File: src/rtl/step_clk_pkg.sv
// Shared types and constants for the run/pause/step clock-enable controller.
package step_clk_pkg;

  typedef enum logic [1:0] {
    PAUSED  = 2'd0,
    RUNNING = 2'd1,
    HALTED  = 2'd2
  } state_t;

  localparam logic [1:0] RATE_FULL = 2'd0;
  localparam logic [1:0] RATE_FAST = 2'd1;
  localparam logic [1:0] RATE_MED  = 2'd2;
  localparam logic [1:0] RATE_SLOW = 2'd3;

  localparam int TICK_W = 16;

endpackage

File: src/rtl/step_clk_ctrl_sync_debounce.sv
// Two-flop synchroniser plus stable-level debouncer; pulses once per accepted press.
module sync_debounce #(
  parameter int DEBOUNCE = 500_000
) (
  input  logic fastclk,
  input  logic rst_n,
  input  logic raw,
  output logic pulse
);

  localparam int DB_W = (DEBOUNCE < 2) ? 1 : $clog2(DEBOUNCE + 1);

  logic            s1;
  logic            s2;
  logic            lvl;
  logic [DB_W-1:0] cnt;

  always_ff @(posedge fastclk or negedge rst_n) begin
    if (!rst_n) begin
      s1 <= 1'b0;
      s2 <= 1'b0;
    end else begin
      s1 <= raw;
      s2 <= s1;
    end
  end

  // lvl is the accepted level; it only flips after DEBOUNCE consecutive disagreeing samples
  always_ff @(posedge fastclk or negedge rst_n) begin
    if (!rst_n) begin
      lvl   <= 1'b0;
      cnt   <= '0;
      pulse <= 1'b0;
    end else begin
      pulse <= 1'b0;
      if (s2 == lvl) begin
        cnt <= '0;
      end else if (cnt == DB_W'(DEBOUNCE - 1)) begin
        lvl   <= s2;
        cnt   <= '0;
        pulse <= s2;
      end else begin
        cnt <= cnt + DB_W'(1);
      end
    end
  end

endmodule

File: src/rtl/step_clk_ctrl.sv
// Run/pause/single-step controller producing a one-cycle CPU clock enable.
module step_clk_ctrl
  import step_clk_pkg::*;
#(
  parameter int CNT_W    = 26,
  parameter int DIV_FAST = 1_000_000,
  parameter int DIV_MED  = 5_000_000,
  parameter int DIV_SLOW = 10_000_000,
  parameter int DEBOUNCE = 500_000
) (
  input  logic              fastclk,
  input  logic              rst_n,
  input  logic              run_sw,
  input  logic              step_btn,
  input  logic [1:0]        rate_sel,
  input  logic              halt_req,
  output logic              tick,
  output logic              slowclk,
  output logic [1:0]        state,
  output logic [TICK_W-1:0] tick_count
);

  logic             run_m;
  logic             run_s;
  logic             step_p;
  state_t           state_q;
  state_t           state_d;
  logic [CNT_W-1:0] cnt_q;
  logic [CNT_W-1:0] cnt_d;
  logic [1:0]       rate_q;
  logic [1:0]       rate_d;
  logic             tick_d;

  function automatic logic [CNT_W-1:0] div_last(input logic [1:0] r);
    case (r)
      RATE_FAST: return CNT_W'(DIV_FAST - 1);
      RATE_MED:  return CNT_W'(DIV_MED - 1);
      RATE_SLOW: return CNT_W'(DIV_SLOW - 1);
      default:   return '0;
    endcase
  endfunction

  always_ff @(posedge fastclk or negedge rst_n) begin
    if (!rst_n) begin
      run_m <= 1'b0;
      run_s <= 1'b0;
    end else begin
      run_m <= run_sw;
      run_s <= run_m;
    end
  end

  sync_debounce #(
    .DEBOUNCE(DEBOUNCE)
  ) u_step_db (
    .fastclk(fastclk),
    .rst_n  (rst_n),
    .raw    (step_btn),
    .pulse  (step_p)
  );

  always_ff @(posedge fastclk or negedge rst_n) begin
    if (!rst_n) state_q <= PAUSED;
    else        state_q <= state_d;
  end

  // halt beats a due tick; the rate is re-latched only at run entry and on each tick
  always_comb begin
    state_d = state_q;
    cnt_d   = cnt_q;
    rate_d  = rate_q;
    tick_d  = 1'b0;
    case (state_q)
      RUNNING: begin
        if (halt_req) begin
          state_d = HALTED;
        end else if (!run_s) begin
          state_d = PAUSED;
        end else if (rate_q == RATE_FULL || cnt_q == div_last(rate_q)) begin
          tick_d = 1'b1;
          cnt_d  = '0;
          rate_d = rate_sel;
        end else begin
          cnt_d = cnt_q + CNT_W'(1);
        end
      end
      HALTED: begin
        if (!run_s) state_d = PAUSED;
      end
      default: begin
        if (run_s && !halt_req) begin
          state_d = RUNNING;
          cnt_d   = '0;
          rate_d  = rate_sel;
        end else if (step_p && !halt_req) begin
          tick_d = 1'b1;
        end
      end
    endcase
  end

  always_ff @(posedge fastclk or negedge rst_n) begin
    if (!rst_n) begin
      cnt_q      <= '0;
      rate_q     <= RATE_FULL;
      tick       <= 1'b0;
      slowclk    <= 1'b0;
      tick_count <= '0;
    end else begin
      cnt_q  <= cnt_d;
      rate_q <= rate_d;
      tick   <= tick_d;
      if (tick_d) begin
        slowclk    <= ~slowclk;
        tick_count <= tick_count + TICK_W'(1);
      end
    end
  end

  assign state = state_q;

endmodule

File: config.mk
export PLATFORM = sky130hd
export DESIGN_NAME = step_clk_ctrl
export DESIGN_NICKNAME = d
export VERILOG_FILES = /design/src/rtl/step_clk_pkg.sv /design/src/rtl/step_clk_ctrl_sync_debounce.sv /design/src/rtl/step_clk_ctrl.sv
export SDC_FILE = /design/constraint.sdc
export NUM_CORES = 1
export LEC_CHECK = 0
export BUFFER_PORTS_ARGS = -buffer_cell sky130_fd_sc_hd__buf_4
export CORE_MARGIN = 2
export CORE_UTILIZATION = 55
export DETAILED_ROUTE_END_ITERATION = 10
export GPL_TIMING_DRIVEN = 0
export PLACE_DENSITY = 0.74
export SKIP_LAST_GASP = 1
export SYNTH_ARGS = -nofsm -noshare
export SYNTH_HDL_FRONTEND = slang
export SYNTH_SLANG_ARGS = --single-unit
export TNS_END_PERCENT = 5
File: constraint.sdc
create_clock -name fastclk -period 5.6 [get_ports fastclk]
set_input_delay 1.12 -clock fastclk [delete_from_list [all_inputs] [get_ports fastclk]]
set_output_delay 1.12 -clock fastclk [all_outputs]
set_load 0.05 [all_outputs]
# == Yosys cells after proc, flatten, opt, wreduce, memory -nomap -nowiden ==
# Index checks and enable logic that the tools add are counted.
# classes
add_sub_neg,3
mul,0
n_div,0
magnitude_cmp,0
n_eq_ne,11
shifts,0
muxes,28
n_bitwise,3
n_reduce_logical,10
# ops
cell,n
$mux W26,7
$pmux W24 S3,1
$pmux W26 S2,1
$mux W19,2
$add A26 B1 Y26 const B,1
$eq A26 B26 Y1,1
$add A19 B1 Y19 const B,1
$eq A19 B19 Y1 const B,1
$add A16 B1 Y16 const B,1
$mux W2,7
$pmux W2 S2,2
$mux W1,7
$eq A2 B2 Y1 const B,3
$ne A2 B2 Y1 const B,3
$reduce_and A5 Y1,1
$eq A2 B1 Y1 const B,2
$reduce_and A4 Y1,1
$not A1 Y1,3
$reduce_bool A3 Y1,1
$logic_and A1 B1 Y1,2
$logic_not A2 Y1,1
$pmux W1 S2,1
$reduce_and A2 Y1,1
$reduce_bool A2 Y1,1
3 further kinds,3
# totals
reg_bits,73
latchBits,0
ram_bits,0
rom_bits,0
inputBits,7
out_inout_bits,20
wordCells,68
n_memories,0

# == Depth between registers and ports, before layout ==
# Gate-level depths: netlist of run 1.
# depth
word_depth,11
ltp_mapped,11
mapped_depth_nobuf,8

# == Hierarchy ==
# From an unflattened synthesis of run 1, not the netlist that was laid out.
# hier_totals
hier_cells,388
area_unflattened_um2,3838.7
# by_module_without_submodules
mod,instances,cells_each,area_per_inst_um2,seq_area_each_um2
step_clk_ctrl,1,278,2720.1,1251.2
sync_debounce,1,110,1118.6,575.6

# == Worst setup path after synthesis of run 1 ==
# Ideal clock, no wire load.
# synth_path
path_kind,input to register
startpoint,input port halt_req
endpoint,register cnt_q[20]
setup_time_ps,119
arrival_ps,2692
required_time_ps,5481
slack_ps,2790
cell_stages,8
path_buffers,2
cell_sequence,clkbuf_1 > or3b_2 > buf_2 > nor3_4 > nand4_1 > nor2_1 > xnor2_1 > nor2_1
# synth_via
elab_chain_len,4
elab_cells_between_ends,5
cone_classes,eq/ne (1); reduce/logical (4)
# synth_lines
item,line_no,rtl
"start, declared",step_clk_ctrl.sv:16,"input logic halt_req,"
$logic_not A1 Y1,step_clk_ctrl.sv:91,if (run_s && !halt_req) begin
$logic_and A1 B1 Y1,step_clk_ctrl.sv:91,
$reduce_bool A2 Y1 (no line),--,
$reduce_and A4 Y1 (no line) *,--,
"end signal, assigned",step_clk_ctrl.sv:110,cnt_q <= cnt_d;
"end, declared",step_clk_ctrl.sv:28,logic [CNT_W-1:0] cnt_q;
# Mark *: on every way between the ends. The rest lies on a longest branch, timed or not.
# A chain may end at the register's enable or synchronous reset.

# == Worst setup path after layout of run 1 ==
# layout_path
startpoint,register rate_q[1]
endpoint,register rate_q[1]
# layout_via
elab_chain_len,9
elab_cells_between_ends,12
cone_classes,eq/ne (5); mux (4); reduce/logical (3)
# layout_lines
item,line_no,rtl
"start, declared",step_clk_ctrl.sv:30,logic [1:0] rate_q;
"start signal, assigned",step_clk_ctrl.sv:111,rate_q <= rate_d;
$eq A2 B2 Y1 or $eq A2 B1 Y1 (tied branches),step_clk_ctrl.sv:35,case (r)
$pmux W24 S3,step_clk_ctrl.sv:35,
$mux W26,step_clk_ctrl.sv:77,end else if (!run_s) begin
$mux W26,step_clk_ctrl.sv:75,if (halt_req) begin
$mux W26,step_clk_ctrl.sv:73,case (state_q)
$eq A26 B26 Y1,step_clk_ctrl.sv:79,end else if (rate_q == RATE_FULL || cnt_q == div_last(rate_q)) begin
$logic_or A1 B1 Y1 *,step_clk_ctrl.sv:79,
$ne A2 B2 Y1 (no line) *,--,
$reduce_and A5 Y1 (no line) *,--,
# Mark *: on every way between the ends. The rest lies on a longest branch, timed or not. The select of a mux whose other input is x is not followed.

==> results of run 1 <==
==> Yosys cell counts (5+ instances only) <==
cell,n,area share [%]
o21ai_0,6,0.79
nor2b_1,5,0.83
nand2_1,32,3.2
ha_1,9,3.0
nor2_1,61,6.0
a21oi_1,6,0.79
xor2_1,26,6.0
and3_1,9,1.5
nand4_1,10,1.7
nor3_1,8,1.1
inv_1,12,1.2
nand3_1,30,4.0
dfrtp_1,73,48
xnor2_1,30,6.9
==> kinds of logic after synthesis <==
logic type      Yosys count  synth area share, %
xor+xnor                 56                 12.9
compound gates           26                 5.68
flops                    73                 48.2
fa+ha+maj                 9                 2.97
mux                       6                 1.72
simple gates            191                 26.1
buf+inv                  21                 2.38
==> stage by stage <==
step	utilization (%)	instances	hold slack (ns)	instance area, um2
final	64.4	503	0.370	4330
after global routing	64.4	503	0.385	4330
after CTS	64.4	503	0.373	4330
after detailed placement	60.7	487	0.348	4080
after global placement	60.7	487	0.335	4080
after floorplan	-	382	0.331	3790
==> power by group through the flow <==
| stage | combinational, mW | clock (mW) | sequential, mW |
|---|---|---|---|
| after floorplan | 0.204 | 0 | 0.659 |
| after global routing | 0.387 | 0.545 | 0.604 |
| after global placement | 0.342 | 0 | 0.607 |
| after detailed placement | 0.351 | 0 | 0.609 |
| after CTS | 0.354 | 0.523 | 0.599 |
| final | 0.353 | 0.513 | 0.599 |
==> critical path, cell delays in order (launching register included) <==
cell       delay, ns
dfrtp_1         0.43
inv_1           0.09
ha_1            0.29
or4_4           0.59
nor3_4          0.23
o2111ai_4       0.21
o21ai_2         0.26
and2_1          0.16
buf_2           0.18
mux2_1          0.33
==> registers in the layout (all words and copies together), names as in the netlist <==
register,flops
run_s,1
run_m,1
u_step_db.lvl,1
state,2
u_step_db.pulse,1
tick_count,16
tick,1
slowclk,1
u_step_db.s2,1
rate_q,2
u_step_db.cnt,19
cnt_q,26
u_step_db.s1,1
==> worst max path at each step <==
stage,startpoint,to,slack [ns],depth (start not counted)
after global placement,halt_req,cnt_q[20],2.50,8
after detailed placement,halt_req,cnt_q[22],2.49,8
final,rate_q[1],rate_q[1],2.72,9
after global routing,rate_q[1],rate_q[0],2.59,9
after CTS,rate_q[1],rate_q[1],2.72,9
after floorplan,halt_req,cnt_q[20],2.79,8
==> routing by layer <==
layer / share of wire (%) / vias to the layer above
met5: 0 / -
met4: 0.99 / 0
met3: 3.6 / 6
met2: 51 / 47
met1: 44 / 1377
li1: - / 1365
==> layout make-up <==
class,count,share of cell area [%]
Timing Repair Buffer,25,4.34
Clock buffer,9,2.86
Multi-Input combinational cell,288,43.3
Sequential cell,73,42.2
Clock inverter,7,2.89
Inverter,12,1.04
Buffer,9,1.04
Tap cell,80,2.31
==> results.sh, run 1 <==
export IMPL_max_slew_margin_pct=39.1
export IMPL_cellInternalPower_uw=998
export IMPL_initialDrtViolationCount=181
export IMPL_postRouteWirelength_mm=7.25
export IMPL_grt_setup_unrepaired="no"
export IMPL_timing_final_hold_violations=0
export IMPL_static_leak_nw=1.95
export IMPL_grt_pass1_wl_mm=12.5
export IMPL_dp_hpwl_mm=4.96
export IMPL_post_route_min_period_ns=2.88
export IMPL_post_drt_via_cell_ratio=5.56
export IMPL_rrSetupSlack_ns=2.72
export IMPL_cts_hold_fix_buffers=0
export IMPL_initial_utilization_pct=56.4
export IMPL_worst_path_max_fanout=6
export IMPL_clock_sinks=73
export IMPL_gpl_final_weighted_congestion=0.818
export IMPL_achievable_frequency_mhz=348
export IMPL_max_clock_path_buffers=2
export IMPL_die_h_um=87.0
export IMPL_hold_class="flip-flop to flip-flop"
export IMPL_critical_path_endpoint_type="flip-flop"
export IMPL_use_met1_pct=25.8
export IMPL_finalMaxSlewViolations=0
export IMPL_htree_num_levels=3
export IMPL_netSwitchingPower_uw=467
export IMPL_post_cts_repair_setup_buffers=0
export IMPL_post_synth_inst_count=382
export IMPL_area_growth_syn_to_layout_pct=14.2
export IMPL_cts_resized=0
export IMPL_switching_share_pct=31.9
export IMPL_rr_startpoint="rate_q[1]"
export IMPL_area_of_the_multi_input_gates_um2=1870
export IMPL_filler_cell_count=548
export IMPL_ys_ff_latch=73
export IMPL_synth_cell_types=52
export IMPL_ctsRootBufferMaster="clkbuf_8"
export IMPL_timing_critical_path_arrival_ns=3.11
export IMPL_global_route_overflow_total=0
export IMPL_first_pass_iters=4
export IMPL_share_of_synthesized_area_occupied_by_flip_flops_and_latches_pct=48.2
export IMPL_drv_max_cap_violation_count=0
export IMPL_rr_endpoint="rate_q[1]"
export IMPL_post_place_ws_ns=2.49
export IMPL_total_power_draw_mw=1.47
export IMPL_synth_area_um2=3790
export IMPL_grt_max_degree=74
export IMPL_rows=30
export IMPL_syn_num_nets=398
export IMPL_setup_viol_count_final=0
export IMPL_routedWlPerCell_um=14.4
export IMPL_antenna_diode_count=0
export IMPL_boundary_pin_count=27
export IMPL_seq_power_share_pct=40.9
export IMPL_antenna_left=0
export IMPL_global_route_usage_met2_pct=35.7
export IMPL_cts_buffers_inserted=9
export IMPL_clkSlewWorstSetupHoldPaths_ns=0.08
export IMPL_seq_area_um2=1830
export IMPL_via_count=2795
export IMPL_drive_above_1_share_pct=15.8
export IMPL_worst_pin_slew_ns=0.913
export IMPL_p_comb_share_pct=24.1
export IMPL_synth_warnings=0
export IMPL_run_status="finished clean"
export IMPL_drt_drc_violations_left=0
export IMPL_clock_skew_final_ns=0.00883
export IMPL_final_common_cell="dfrtp_1"
export IMPL_fin_ws_ns=2.72
export IMPL_cp_start_kind="flip-flop"
export IMPL_portBuffers=25
export IMPL_gr_max_usage_layer="met2"
export IMPL_synth_main_ff_cell="dfrtp_1"
export IMPL_power_density_nw_per_um2=339
export IMPL_grt_antenna_before_repair=0
export IMPL_criticalPathCategory="flip-flop to flip-flop"
export IMPL_grt_use_total_pct=21.2
export IMPL_synthArstFlopShare_pct=100
export IMPL_die_width_um=87.0
export IMPL_groute_layer_met3_usage_pct=6.73
export IMPL_hold_end="u_step_db.s2"
export IMPL_mostFrequentLayoutCells="73 x dfrtp_1, 61 x nor2_1, 32 x nand2_1"
export IMPL_syn_area_per_cell_um2=9.92
export IMPL_die_area_um2=7570
export IMPL_p_clk_share_pct=35.0
export IMPL_layout_worst_path_cycle_share_pct=51.4
export IMPL_worstHoldPathCells=0
export IMPL_timing_hold_worst_start="u_step_db.s1"
export IMPL_num_nets_final=434
export IMPL_clkLatencyLatePin_ns=0.36
export IMPL_tns_ns=0
export IMPL_crit_required_ns=5.84
export IMPL_grt_pass1_vias=2762
export IMPL_worst_r2r_path_depth=9
export IMPL_post_synth_edffs=0
export IMPL_vdd_ir_drop_worst_v=0.000163
export IMPL_tritoncts_clock_tree="built"
export IMPL_core_area_um2=6720
(Power assumes the default switching activity.)
==> inputs of run 2 (changes only) <==
- CORE_UTILIZATION: 55 -> 54
- PLACE_DENSITY: 0.74 -> 0.75
- clock period: 5.6 -> 2.64 ns (I/O delays scaled with it)
==> results.sh, run 2 (same netlist as run 1, synthesis figures left out) <==
export IMPL_run_status="complete, but fails checks"
export IMPL_failed_checks="setup timing"
export IMPL_cp_start_kind="flip-flop"
export IMPL_clkSlewWorstSetupHoldPaths_ns=0.08
export IMPL_dp_hpwl_mm=4.92
export IMPL_first_pass_iters=4
export IMPL_clock_sinks=73
export IMPL_top_register="cnt_q"
export IMPL_timing_critical_path_arrival_ns=2.88
export IMPL_finalInstanceArea_um2=4370
export IMPL_initialDrtViolationCount=199
export IMPL_mostFrequentLayoutCells="73 x dfrtp_1, 61 x nor2_1, 32 x nand2_1, 32 x buf_4"
export IMPL_die_width_um=87.8
export IMPL_drv_max_cap_violation_count=0
export IMPL_grt_setup_unrepaired="yes"
export IMPL_area_growth_syn_to_layout_pct=15.4
export IMPL_clkLatencyLatePin_ns=0.35
export IMPL_worstHoldPathCells=1
export IMPL_via_count=2732
export IMPL_grt_max_degree=74
export IMPL_max_clock_path_buffers=2
export IMPL_timing_final_hold_violations=0
export IMPL_fin_ws_ns=-0.0139
export IMPL_max_slew_margin_pct=40.2
export IMPL_die_area_um2=7710
export IMPL_layout_worst_path_cycle_share_pct=101
export IMPL_largest_registers_ranked_by_flip_flop_count="cnt_q (26), u_step_db.cnt (19), tick_count (16)"
export IMPL_post_route_min_period_ns=2.65
export IMPL_num_nets_final=438
export IMPL_worst_path_max_fanout=6
export IMPL_antenna_left=0
export IMPL_tritoncts_clock_tree="built"
export IMPL_antenna_diode_count=0
export IMPL_initial_utilization_pct=55.8
export IMPL_grt_use_total_pct=20.0
export IMPL_post_drt_via_cell_ratio=5.22
export IMPL_placedCellCount=503
export IMPL_clock_skew_final_ns=0.0110
export IMPL_grt_pass1_wl_mm=12.0
export IMPL_routedWlPerCell_um=13.6
export IMPL_worst_pin_slew_ns=0.897
export IMPL_largest_reg_flops=26
export IMPL_critical_path_endpoint_type="flip-flop"
export IMPL_final_common_cell="dfrtp_1"
export IMPL_setup_viol_count_final=2
export IMPL_grt_pass1_vias=2644
export IMPL_core_area_um2=6790
export IMPL_global_route_overflow_total=0
export IMPL_htree_num_levels=3
export IMPL_filler_cell_count=551
export IMPL_rows=30
export IMPL_finalNonFillerCells=523
export IMPL_finalMaxSlewViolations=0
export IMPL_drt_drc_violations_left=0
export IMPL_criticalPathCategory="flip-flop to flip-flop"
export IMPL_ctsRootBufferMaster="clkbuf_8"
export IMPL_boundary_pin_count=27
export IMPL_portBuffers=25
export IMPL_crit_required_ns=2.86
export IMPL_grt_antenna_before_repair=0
export IMPL_hold_class="input pin to flip-flop"
export IMPL_worst_r2r_path_depth=10
export IMPL_gpl_final_weighted_congestion=0.819
export IMPL_total_power_draw_mw=3.06
export IMPL_area_of_the_multi_input_gates_um2=1890
export IMPL_seq_area_um2=1830
export IMPL_postRouteWirelength_mm=7.09
export IMPL_postPlaceCellArea_um2=4100
export IMPL_vdd_ir_drop_worst_v=0.000313
export IMPL_power_density_nw_per_um2=700
export IMPL_drive_above_1_share_pct=17.6
export IMPL_static_leak_nw=1.97
export IMPL_achievable_frequency_mhz=377
export IMPL_cts_buffers_inserted=9
export IMPL_die_h_um=87.8
-- run 2: cell types whose count changed in the layout (fill, tap and decap cells not counted), sizes merged --
cell    delta
clkbuf     +1
clkinv     +2
inv        -2
bufinv     -1
buf        +4
-- run 2: final timing paths --
path	slack (ns)	endpoint	from
hold / removal	0.29	u_step_db.s1	step_btn
setup reg to reg	-0.01	rate_q[1]	rate_q[0]
max in group asynchronous	1.74	cnt_q[8]	rst_n
setup / recovery	-0.01	rate_q[1]	rate_q[0]
hold reg to reg	0.36	run_s	run_m
min in group asynchronous	0.30	cnt_q[14]	rst_n
-- run 2: routing by layer --
layer,GRT usage (%),routed length [um],vias to the layer above
li1,-,-,1372
met1,26.1,3290,1320
met2,32.6,3500,29
met3,5.09,198,11
met4,7.13,102,0
met5,0,0,-
-- run 2: repair_timing --
action | in CTS | in global routing
endpoints found under the hold margin | 0 | 0
hold buffers | 0 | 0
pin swaps | 1 | 2
endpoints found under the setup margin | 23 | 46
buffers inserted | 3 | 1
gates resized for setup | 2 | 4
-- run 2: through the flow --
step | setup TNS, ns | setup slack [ns] | hold slack (ns) | utilization, %
detailed placement | -2.98 | -0.208 | 0.346 | 60.3
CTS | 0 | 0.00126 | 0.267 | 64.1
global placement | -2.01 | -0.167 | 0.333 | 60.3
global route | -1.58 | -0.113 | 0.259 | 64.4
floorplan | 0 | 0.0943 | 0.232 | -
finish | -0.0175 | -0.0139 | 0.285 | 64.4
-- run 2: where the power goes --
group	total [mW]	internal, mW	switching (mW)
combinational	0.805	0.332	0.473
sequential	1.27	1.19	0.0814
clock	0.984	0.561	0.423
-- run 2: critical path, cell delays in order, from the launching register on --
cell,delay (ns)
dfrtp_1,0.40
inv_1,0.09
ha_1,0.25
nor4_2,0.27
a21oi_1,0.07
or4_1,0.53
buf_2,0.19
o21ai_2,0.14
and2_1,0.14
buf_4,0.15
mux2_1,0.32
-- run 2: layout make-up --
class	instances	share of cell area (%)
sequential	73	41.8
clock inverter	6	2.09
tap	96	2.75
clock buffer	10	3.15
multi-input combinational	288	43.1
timing repair buffer	29	4.98
buffer	9	1.12
inverter	12	1.03
==> inputs of run 3 (changes only) <==
- ABC_AREA: unset -> 1
- CORE_UTILIZATION: 54 -> 55
- PLACE_DENSITY: 0.75 -> 0.76
==> results.sh, run 3 <==
export IMPL_synth_adder_area_share_pct=2.60
export IMPL_cts_hold_fix_buffers=0
export IMPL_clkSlewWorstSetupHoldPaths_ns=0.08
export IMPL_post_route_min_period_ns=2.22
export IMPL_num_nets_final=643
export IMPL_synth_warnings=0
export IMPL_postRouteWirelength_mm=9.60
export IMPL_clkLatencyLatePin_ns=0.35
export IMPL_seq_power_share_pct=40.7
export IMPL_critical_path_max_stage_delay_ns=0.43
export IMPL_p_comb_share_pct=27.9
export IMPL_ctsRootBufferMaster="clkbuf_8"
export IMPL_rows=32
export IMPL_cp_cell_sequence="inv_1 -> ha_1 -> inv_2 -> nand2_1 -> nand2_1 -> nor2_1 -> nand2_1 -> nor2_2 -> nand3_2 -> nand3_2 -> nand2_4 -> inv_4 -> buf_6 -> nor2_1"
export IMPL_mostFrequentLayoutCells="164 x nand2_1, 103 x nor2_1, 73 x dfrtp_1"
export IMPL_buffer_and_inverter_count_on_the_worst_path=4
export IMPL_synth_area_in_compound_gates_pct=3.56
export IMPL_criticalPathCategory="flip-flop to flip-flop"
export IMPL_synth_largest_area_cell="dfrtp_1"
export IMPL_die_area_um2=8590
export IMPL_grt_setup_unrepaired="no"
export IMPL_synth_top_family_by_area="simple AND/OR/NAND/NOR gates"
export IMPL_p_clk_share_pct=31.4
export IMPL_htree_num_levels=3
export IMPL_layout_worst_path_cycle_share_pct=84.0
export IMPL_syn_num_nets=606
export IMPL_muxShareOfSynthArea_pct=0
export IMPL_antenna_left=0
export IMPL_core_area_um2=7690
export IMPL_max_slew_margin_pct=40.2
export IMPL_grt_pass1_wl_mm=17.0
export IMPL_synth_area_um2=4320
export IMPL_netSwitchingPower_mw=1.11
export IMPL_top_register="cnt_q"
export IMPL_max_clock_path_buffers=2
export IMPL_finalNonFillerCells=734
export IMPL_clock_sinks=73
export IMPL_timing_final_hold_violations=0
export IMPL_cts_resized=0
export IMPL_worst_path_max_fanout=10
export IMPL_worst_path_most_repeated_cell="nand2_1"
export IMPL_cp_start_kind="flip-flop"
export IMPL_synth_top_cells_by_count="164 x nand2_1, 103 x nor2_1, 73 x dfrtp_1"
export IMPL_final_common_cell="nand2_1"
export IMPL_first_pass_iters=4
export IMPL_ys_ff_latch=73
export IMPL_gpl_final_weighted_congestion=0.924
export IMPL_share_of_synthesized_area_occupied_by_flip_flops_and_latches_pct=42.2
export IMPL_drt_drc_violations_left=0
export IMPL_tritoncts_clock_tree="built"
export IMPL_synth_cell_types=34
export IMPL_timing_critical_path_arrival_ns=2.46
export IMPL_power_density_nw_per_um2=640
export IMPL_area_growth_syn_to_layout_pct=12.5
export IMPL_synth_main_ff_cell="dfrtp_1"
export IMPL_boundary_pin_count=27
export IMPL_placedCellCount=718
export IMPL_portBuffers=26
export IMPL_cts_buffers_inserted=9
export IMPL_post_synth_and_or_nand_nor_area_fraction_pct=37.4
export IMPL_synth_most_common_cell="nand2_1"
export IMPL_grt_pass1_vias=3859
export IMPL_filler_cell_count=718
export IMPL_hold_class="input pin to flip-flop"
export IMPL_drv_max_cap_violation_count=0
export IMPL_global_route_overflow_total=0
export IMPL_largest_reg_flops=26
export IMPL_initialDrtViolationCount=201
export IMPL_cellInternalPower_mw=2.00
export IMPL_grt_max_degree=74
export IMPL_synth_top_cell_area_share_pct=42.2
export IMPL_run_status="finished clean"
export IMPL_post_cts_repair_setup_buffers=0
export IMPL_largest_registers_ranked_by_flip_flop_count="cnt_q (26), u_step_db.cnt (19), tick_count (16)"
export IMPL_tns_ns=0
export IMPL_dp_hpwl_mm=6.98
export IMPL_critical_path_top_delay_family="simple AND/OR/NAND/NOR gates"
export IMPL_grt_use_total_pct=24.7
export IMPL_crit_path_slowest_cell="dfrtp_1"
export IMPL_synthArstFlopShare_pct=100
export IMPL_switching_share_pct=35.7
export IMPL_via_count=3864
export IMPL_antenna_diode_count=0
export IMPL_grt_antenna_before_repair=0
export IMPL_use_met1_pct=32.2
export IMPL_post_synth_edffs=0
export IMPL_setup_viol_count_final=0
export IMPL_drive_above_1_share_pct=10.1
export IMPL_finalMaxSlewViolations=0
export IMPL_achievable_frequency_mhz=451
export IMPL_routedWlPerCell_um=13.1
export IMPL_initial_utilization_pct=56.2
export IMPL_die_width_um=92.7
export IMPL_critical_path_endpoint_type="flip-flop"
export IMPL_synth_top_cells_by_area="dfrtp_1 42%, nand2_1 14%, nor2_1 8.9%"
export IMPL_worst_pin_slew_ns=0.897
export IMPL_global_route_usage_met2_pct=41.2
export IMPL_static_leak_nw=2.35
export IMPL_gr_max_usage_layer="met2"
export IMPL_die_h_um=92.7
export IMPL_synth_xor_area_share_pct=6.89
export IMPL_vdd_ir_drop_worst_v=0.000528
export IMPL_syn_area_per_cell_um2=7.33
export IMPL_groute_layer_met3_usage_pct=3.42
export IMPL_crit_required_ns=2.88
export IMPL_post_drt_via_cell_ratio=5.26
export IMPL_post_synth_inst_count=590
export IMPL_clock_skew_final_ns=0.00973
-- run 3: power groups by stage --
stage	Sequential [mW]	Clock (mW)	Combinational [mW]
6_report	1.27	0.978	0.867
5_1_grt	1.28	1.05	0.977
4_1_cts	1.27	1.00	0.874
3_5_place_dp	1.29	0	0.869
3_3_place_gp	1.28	0	0.845
2_1_floorplan	1.40	0	0.523
-- run 3: cells by family (layout without fill, tap and decap cells) --
family                     Yosys count  count (layout)
DFF                                 73              73
buffers and inverters               76             118
xor gates and xnor gates            34              34
and+or+nand+nor                    370             370
adders and majority gates            9               9
AOI/OAI and AO/OA                   28              28
-- run 3: worst paths after layout --
| path | from | endpoint | slack [ns] | cells past startpoint |
|---|---|---|---|---|
| worst min-delay path | run_sw | run_m | 0.27 | 1 |
| worst max register to register | rate_q[0] | cnt_q[18] | 0.42 | 14 |
| min in group asynchronous | rst_n | cnt_q[14] | 0.30 | 1 |
| max in group asynchronous | rst_n | u_step_db.pulse | 1.77 | 1 |
| worst max-delay path | rate_q[0] | cnt_q[18] | 0.42 | 14 |
| worst min register to register | u_step_db.s1 | u_step_db.s2 | 0.35 | 0 |
-- run 3: through the flow --
step                total power [mW]  setup slack [ns]  hold WS (ns)  util (%)  cell area (um2)
floorplan                       1.92             0.618         0.232         -             4320
global placement                2.12             0.491         0.338      60.4             4650
detailed placement              2.16             0.403         0.336      60.4             4650
CTS                             3.14             0.396         0.266      63.3             4870
global route                    3.31             0.236         0.260      63.3             4870
finish                          3.11             0.423         0.275      63.3             4870
-- run 3: layer usage --
| metal | wire length, um | share of wire [%] | up-vias |
|---|---|---|---|
| li1 | - | - | 1945 |
| met1 | 4370 | 46 | 1822 |
| met2 | 4640 | 48 | 75 |
| met5 | 0 | 0 | - |
| met4 | 235 | 2.4 | 0 |
| met3 | 348 | 3.6 | 22 |
-- run 3: cell type report --
class	instances	area, um2	share of cell area [%]
Clock inverter	7	95.1	1.95
Sequential cell	73	1830	37.5
Clock buffer	9	124	2.55
Multi-Input combinational cell	441	2180	44.8
Timing Repair Buffer	26	195	4.01
Tap cell	102	128	2.62
Inverter	70	265	5.45
Buffer	6	50.0	1.03
